==> src/rtl/ofs_fim_pcie_ss_txcrdt_pkg.sv <==
// Shared TX credit definitions: credit-type index, request type, data-credit math.
// Latency: n/a (types and a pure function only).
// Backpressure: n/a.
package ofs_fim_pcie_ss_txcrdt_pkg;

  // Credit-type index carried in txcrdt_tdata[18:16]; same encoding as the RX credit path.
  // 3'b011 and 3'b111 are reserved and carry no credit.
  typedef enum logic [2:0] {
    CRDT_PH   = 3'b000,
    CRDT_NPH  = 3'b001,
    CRDT_CPLH = 3'b010,
    CRDT_PD   = 3'b100,
    CRDT_NPD  = 3'b101,
    CRDT_CPLD = 3'b110
  } crdt_idx_e;

  // Per-requester TLP class; 2'b11 is illegal and can never be granted.
  typedef enum logic [1:0] {
    REQ_POSTED    = 2'b00,
    REQ_NONPOSTED = 2'b01,
    REQ_CPL       = 2'b10,
    REQ_ILLEGAL   = 2'b11
  } req_type_e;

  localparam int LEN_W     = 10;  // PCIe length field, DW units, 0 encodes 1024
  localparam int DCRDT_W   = 9;   // data credits per TLP, max 256
  localparam int TXCRDT_DW = 19;  // {idx[2:0], limit[15:0]}

  // Data credits (16 B units) needed by one TLP: ceil(len_dw / 4), zero without payload.
  function automatic logic [DCRDT_W-1:0] data_credits(input logic has_data,
                                                      input logic [LEN_W-1:0] len);
    logic [LEN_W:0] len_eff;
    len_eff = (len == '0) ? 11'd1024 : {1'b0, len};
    return has_data ? DCRDT_W'((len_eff + 11'd3) >> 2) : '0;
  endfunction

endpackage

==> src/rtl/ofs_fim_pcie_ss_txcrdt_rr_pick.sv <==
// Rotating-priority one-hot picker: first set bit of eligible starting at ptr, wrapping.
// Latency: purely combinational.
// Backpressure: none; the caller decides what eligible means.
module ofs_fim_pcie_ss_txcrdt_rr_pick #(
  parameter int N     = 4,
  parameter int PTR_W = 2
) (
  input  logic [N-1:0]     eligible,
  input  logic [PTR_W-1:0] ptr,
  output logic [N-1:0]     winner,
  output logic             valid
);

  int idx;

  // Walk candidates ptr, ptr+1, ... mod N and keep the first eligible one.
  always_comb begin
    winner = '0;
    valid  = 1'b0;
    idx    = 0;
    for (int k = 0; k < N; k++) begin
      idx = int'(ptr) + k;
      if (idx >= N) idx = idx - N;
      if (!valid && eligible[idx]) begin
        winner[idx] = 1'b1;
        valid       = 1'b1;
      end
    end
  end

endmodule

==> src/rtl/ofs_fim_pcie_ss_txcrdt_arb.sv <==
// Grants NUM_REQ TLP sources against the PCIe SS TX credit pool (limit - consumed per type).
// Latency: grant and hol_blocked are registered, one cycle after the request is eligible.
// Backpressure: a request that does not fit stalls (strict) or is skipped when
//   OFS_FIM_PCIE_SS_TXCRDT_BYPASS_EN is defined; hol_blocked reports the refusal.
module ofs_fim_pcie_ss_txcrdt_arb
  import ofs_fim_pcie_ss_txcrdt_pkg::*;
#(
  parameter int NUM_REQ = 4,
  parameter int CRDT_W  = 16
) (
  input  logic                  clk,
  input  logic                  rst_n,
  input  logic                  txcrdt_tvalid,
  input  logic [TXCRDT_DW-1:0]  txcrdt_tdata,
  input  logic [NUM_REQ-1:0]    req_valid,
  input  logic [2*NUM_REQ-1:0]  req_type,
  input  logic [NUM_REQ-1:0]    req_has_data,
  input  logic [10*NUM_REQ-1:0] req_len,
  output logic [NUM_REQ-1:0]    grant,
  output logic                  hol_blocked
);

  localparam int PTR_W = (NUM_REQ > 1) ? $clog2(NUM_REQ) : 1;

  // Index 0/1/2 = posted / non-posted / completion, matching req_type_e values.
  logic [2:0][CRDT_W-1:0] lim_h, lim_d, con_h, con_d;
  logic [2:0][CRDT_W-1:0] avail_h, avail_d;

  logic [PTR_W-1:0]               ptr;
  logic [NUM_REQ-1:0]             mask, fits, first_oh, win_oh;
  logic                           first_vld, hol_nxt;
  logic [NUM_REQ-1:0][DCRDT_W-1:0] need;
  logic [PTR_W-1:0]               win_idx;
  req_type_e                      win_typ;
  logic [DCRDT_W-1:0]             win_need;
  crdt_idx_e                      upd_idx;
  logic [CRDT_W-1:0]              upd_val;

  assign upd_idx = crdt_idx_e'(txcrdt_tdata[18:16]);
  assign upd_val = CRDT_W'(txcrdt_tdata[15:0]);

  // Remaining credit per type; modulo arithmetic makes counter wrap harmless.
  always_comb begin
    avail_h = '0;
    avail_d = '0;
    for (int t = 0; t < 3; t++) begin
      avail_h[t] = lim_h[t] - con_h[t];
      avail_d[t] = lim_d[t] - con_d[t];
    end
  end

  // Per-requester credit need and fit; a requester granted last cycle is masked so a
  // still-high req_valid cannot be granted twice for one TLP.
  always_comb begin
    mask = req_valid & ~grant;
    fits = '0;
    need = '0;
    for (int i = 0; i < NUM_REQ; i++) begin
      need[i] = data_credits(req_has_data[i], req_len[10*i +: 10]);
      unique case (req_type_e'(req_type[2*i +: 2]))
        REQ_POSTED:    fits[i] = (avail_h[0] != '0) && (avail_d[0] >= CRDT_W'(need[i]));
        REQ_NONPOSTED: fits[i] = (avail_h[1] != '0) && (avail_d[1] >= CRDT_W'(need[i]));
        REQ_CPL:       fits[i] = (avail_h[2] != '0) && (avail_d[2] >= CRDT_W'(need[i]));
        default:       fits[i] = 1'b0;
      endcase
    end
  end

  // First valid requester in rotating order; it defines head-of-line blocking in both builds.
  ofs_fim_pcie_ss_txcrdt_rr_pick #(
    .N     (NUM_REQ),
    .PTR_W (PTR_W)
  ) u_pick_first (
    .eligible (mask),
    .ptr      (ptr),
    .winner   (first_oh),
    .valid    (first_vld)
  );

`ifdef OFS_FIM_PCIE_SS_TXCRDT_BYPASS_EN
  logic [NUM_REQ-1:0] fit_oh;
  logic               fit_vld;

  // Bypass: credit-starved requesters are skipped, the first one that fits wins.
  ofs_fim_pcie_ss_txcrdt_rr_pick #(
    .N     (NUM_REQ),
    .PTR_W (PTR_W)
  ) u_pick_fit (
    .eligible (mask & fits),
    .ptr      (ptr),
    .winner   (fit_oh),
    .valid    (fit_vld)
  );

  // Winner is the first fitting requester, if any.
  always_comb begin
    win_oh = fit_vld ? fit_oh : '0;
  end
`else
  // Strict: the head requester wins only if it fits, otherwise nobody is granted.
  always_comb begin
    win_oh = (first_vld && (|(first_oh & fits))) ? first_oh : '0;
  end
`endif

  assign hol_nxt = first_vld && !(|(first_oh & fits));

  // Decode the one-hot winner into index, type and data need for the state updates.
  always_comb begin
    win_idx  = '0;
    win_typ  = REQ_POSTED;
    win_need = '0;
    for (int i = 0; i < NUM_REQ; i++) begin
      if (win_oh[i]) begin
        win_idx  = PTR_W'(i);
        win_typ  = req_type_e'(req_type[2*i +: 2]);
        win_need = need[i];
      end
    end
  end

  // Grant pulse, blocking flag and rotating pointer; ptr only moves on a grant.
  always_ff @(posedge clk) begin
    if (!rst_n) begin
      grant       <= '0;
      hol_blocked <= 1'b0;
      ptr         <= '0;
    end else begin
      grant       <= win_oh;
      hol_blocked <= hol_nxt;
      if (|win_oh) begin
        ptr <= (win_idx == PTR_W'(NUM_REQ - 1)) ? '0 : win_idx + PTR_W'(1);
      end
    end
  end

  // Credit state: consume on grant, replace limits on update; they never share a register.
  always_ff @(posedge clk) begin
    if (!rst_n) begin
      lim_h <= '0;
      lim_d <= '0;
      con_h <= '0;
      con_d <= '0;
    end else begin
      if (|win_oh) begin
        unique case (win_typ)
          REQ_POSTED: begin
            con_h[0] <= con_h[0] + CRDT_W'(1);
            con_d[0] <= con_d[0] + CRDT_W'(win_need);
          end
          REQ_NONPOSTED: begin
            con_h[1] <= con_h[1] + CRDT_W'(1);
            con_d[1] <= con_d[1] + CRDT_W'(win_need);
          end
          REQ_CPL: begin
            con_h[2] <= con_h[2] + CRDT_W'(1);
            con_d[2] <= con_d[2] + CRDT_W'(win_need);
          end
          default: ;
        endcase
      end
      if (txcrdt_tvalid) begin
        case (upd_idx)
          CRDT_PH:   lim_h[0] <= upd_val;
          CRDT_NPH:  lim_h[1] <= upd_val;
          CRDT_CPLH: lim_h[2] <= upd_val;
          CRDT_PD:   lim_d[0] <= upd_val;
          CRDT_NPD:  lim_d[1] <= upd_val;
          CRDT_CPLD: lim_d[2] <= upd_val;
          default:   ;
        endcase
      end
    end
  end

endmodule

==> config.mk <==
export PLATFORM = sky130hd
export DESIGN_NAME = ofs_fim_pcie_ss_txcrdt_arb
export DESIGN_NICKNAME = d
export VERILOG_FILES = /design/src/rtl/ofs_fim_pcie_ss_txcrdt_pkg.sv /design/src/rtl/ofs_fim_pcie_ss_txcrdt_rr_pick.sv /design/src/rtl/ofs_fim_pcie_ss_txcrdt_arb.sv
export SDC_FILE = /design/constraint.sdc
export NUM_CORES = 1
export LEC_CHECK = 0
export ABC_AREA = 1
export BUFFER_PORTS_ARGS = -buffer_cell sky130_fd_sc_hd__buf_4
export CELL_PAD_IN_SITES_DETAIL_PLACEMENT = 0
export CELL_PAD_IN_SITES_GLOBAL_PLACEMENT = 1
export CORE_ASPECT_RATIO = 0.6
export CORE_MARGIN = 4
export CORE_UTILIZATION = 49
export DETAILED_ROUTE_END_ITERATION = 12
export PLACE_DENSITY = 0.92
export SLEW_MARGIN = 10
export SYNTH_ARGS = -nofsm -noshare
export SYNTH_HDL_FRONTEND = slang
export SYNTH_SLANG_ARGS = --single-unit
==> constraint.sdc <==
create_clock -name clk -period 12.03 [get_ports clk]
set_clock_uncertainty 0.15 [all_clocks]
set_input_delay 0.6015 -clock clk [delete_from_list [all_inputs] [get_ports clk]]
set_output_delay 0.6015 -clock clk [all_outputs]
set_load 0.005 [all_outputs]
==> impl_results.md <==
- Core Area: about 40000 µm²
- Most common cell after layout, fill and taps aside: nand2_1
- Final Util: 0.534
- CTS HTree Levels: 4
- Hold Path Class: reg -> reg
- Post-CTS setup buffer count: 0
- Synthesized area: 20000 µm²
- Final min period: 7.67 ns
- CTS buffer count: 17
- Slowest stage delay, CP: 0.40 ns
- Wire length per cell: 16.7 µm
- Cell mode on critical path: nor2_1
- Resized cells post-CTS: 0
- Number of global-route vias before repair: roughly 18000
- DR pass1 iterations: 8
- Design area: approximately 22000 µm²
- Worst rel slew slack: 0.157
- Pre-CTS setup slack: 4.19 ns
- VDD IR max: 0.000162 V
- DRT iter0 DRCs: 2089
- RSZ-0062 raised after global routing: no
- Fmax: 0.130 GHz
- Clock sinks: approximately 200
- Sw frac: 0.543
- Via count: 20643
- Clock share of power: 0.139
- Critical Path AT: 7.91 ns
- Setup Viol. Count Final: 0
- Vias per cell: roughly 5.4
- Post-synth cell types: 55
- Num rows: 57
- Initial Util: 0.495
- ANT cells: 0
- Post-DP HPWL: 51100 µm
- Share of layout cells above drive strength 1: 0.0783
- Crit start category: primary input
- RePlAce Congestion: between 1 and 1.5
- Fin crit share: 0.637
- EDFF count, synth: 0
- Post-synth top flop: dfxtp_1
- Slew of the pin with the lowest slew margin: 1.25 ns
- CP max stage cell: o21ai_0
- Total track usage: 0.284
- Area of placed instances: 21000 µm²
- Seq/Total Area, Yosys: 0.199
- Ys async rst share: 0
- Worst Setup Path Type: in -> reg
- Seq pwr share: 0.178
- Seq cells post-synth: 199
- Mapped Nets: about 3600
- Die footprint: between 40000 and 50000 µm²
- Setup TNS: 0 ns
- Longest Clk Path Bufs: 2
- Final net count: about 3600
- Initial antenna violation count: 1
- Final WL: 64100 µm
- Pwr dens: 197 nW/µm²
- Combinational fraction of design power: 0.683
- Detail Route Antenna Nets: 0
- Max-slew violation count: 0
- CTS tree: done
- Switching Power: 0.00230 W
- Largest net degree at the start of global routing: 99
- GRT overflow: 0
- Max Fanout on Critical Path: 23
- Cells after synthesis: 3249
- # port buffers: just over 80
- Hold buffers post-CTS: 0
- Clock transition at path regs: 0.08 ns
- Int Pwr: 0.00194 W
- Total number of yosys warnings: 0
- Synth-to-layout area growth: 7.76%
- Die span in y: about 160 µm
- Buf+Inv Stages, Crit Path: 12
- Run status: finished, final reports clean
- Die Width: 269 µm
- Root Driver: clkbuf_16
- Number of top-level pins: between 80 and 90
- Most frequent cells in the layout: nand2_1 (837), inv_1 (495), nor2_1 (455), ha_1 (234), dfxtp_1 (199)
- Crit. End Element: flip-flop
- Final worst slack: 4.36 ns
- Leak Pwr: 11.0 nW
- Maxcap violations: 0
- Critical Path RT: 12.27 ns
- Fin. Hold Viols: 0
- First-pass GRT wire length: 98800 µm
- Avg Cell Area, Syn: 6.16 µm²
- Drt drc: 0
- Worst skew pair latency: 0.47 ns
- Critical path's top delay family: simple AND/OR/NAND/NOR gates
## logic make-up (layout without fill, tap and decap cells)
kind of cell | count (synthesis) | after routing | share of synthesized area
AND/OR/NAND/NOR | 1690 | 1690 | 0.362
buffers and inverters | 573 | 631 | 0.114
AO/OA/AOI/OAI | 431 | 431 | 0.122
adder cells (fa/ha/maj) | 240 | 240 | 0.152
flip-flops | 199 | 199 | 0.199
XOR/XNOR | 116 | 116 | 0.0507
## registers in the layout, indices dropped and copies added (netlist names)
signal,count
con_h,48
lim_h,48
con_d,48
grant,4
ptr,2
lim_d,48
hol_blocked,1
## path summary, 6_finish.rpt
check | endpoint | start | slack (ns) | cells past startpoint
setup / recovery | con_d[12] | req_len[12] | 4.36 | 55
hold / removal | lim_h[0] | lim_h[0] | 0.32 | 2
setup reg to reg | con_d[12] | con_d[18] | 4.37 | 43
hold reg to reg | lim_h[0] | lim_h[0] | 0.32 | 2
## synthesized netlist by cell type (4+ instances only)
master | n | area, µm²
xnor2_1 | 16 | 140
nand3b_1 | 14 | 105
clkbuf_1 | 37 | 139
a21oi_2 | 42 | 368
inv_2 | 8 | 30.0
inv_1 | 495 | 1860
clkinv_1 | 6 | 22.5
buf_8 | 4 | 60.1
o21ai_0 | 166 | 831
nand2_1 | 837 | 3140
nand3_1 | 180 | 901
a21boi_0 | 4 | 30.0
nor2_2 | 5 | 31.3
and2_1 | 17 | 106
o21bai_1 | 13 | 97.6
nand2_4 | 4 | 45.0
buf_6 | 7 | 78.8
nand2_2 | 50 | 313
buf_4 | 5 | 37.5
dfxtp_1 | 199 | 3980
buf_2 | 4 | 20.0
ha_1 | 234 | 2930
nor3_1 | 33 | 165
o21ai_2 | 4 | 35.0
a21oi_1 | 161 | 806
nand3_2 | 4 | 40.0
nor3_2 | 5 | 50.1
nor2_1 | 455 | 1710
nor4_1 | 15 | 93.8
fa_1 | 6 | 120
o21ai_1 | 22 | 110
nand4_1 | 57 | 357
xor2_1 | 100 | 876
## metal layers
metal / vias to the layer above / GRT usage / routed length, µm
met3: 75 / 0.0716 / 6330
met1: 9361 / 0.450 / 32700
met4: 0 / 0.0527 / 859
met5: - / 0 / 0
met2: 774 / 0.380 / 24300
li1: 10433 / - / -
## through the flow
stage | instances | power (W) | hold slack [ns]
4_1_cts | 3838 | 0.00418 | 0.320
2_1_floorplan | 3249 | 0.00297 | 0.285
3_3_place_gp | 3807 | 0.00350 | 0.299
5_1_grt | 3838 | 0.00464 | 0.337
6_report | 3838 | 0.00425 | 0.324
3_5_place_dp | 3807 | 0.00358 | 0.310
## worst min-delay path, delay by kind of cell (launching register included)
kind / cells / cell delay, ns
buf+inv: 1 / 0.07
compound gates: 1 / 0.06
flops: 1 / 0.30
## power by group through the flow
stage          combinational [W]  sequential [W]  clock, W
2_1_floorplan            0.00222        0.000754         0
3_3_place_gp             0.00273        0.000770         0
3_5_place_dp             0.00281        0.000771         0
4_1_cts                  0.00282        0.000756  0.000601
5_1_grt                  0.00325        0.000763  0.000625
6_report                 0.00290        0.000757  0.000592
## final cells by class
class	count	area (µm²)
Fill cell	4033	18900
Multi-Input combinational cell	2477	13800
Sequential cell	199	3980
Inverter	513	1930
Tap cell	531	664
Timing Repair Buffer	87	653
Clock buffer	17	425
Clock inverter	14	161
(Power assumes the default switching activity.)
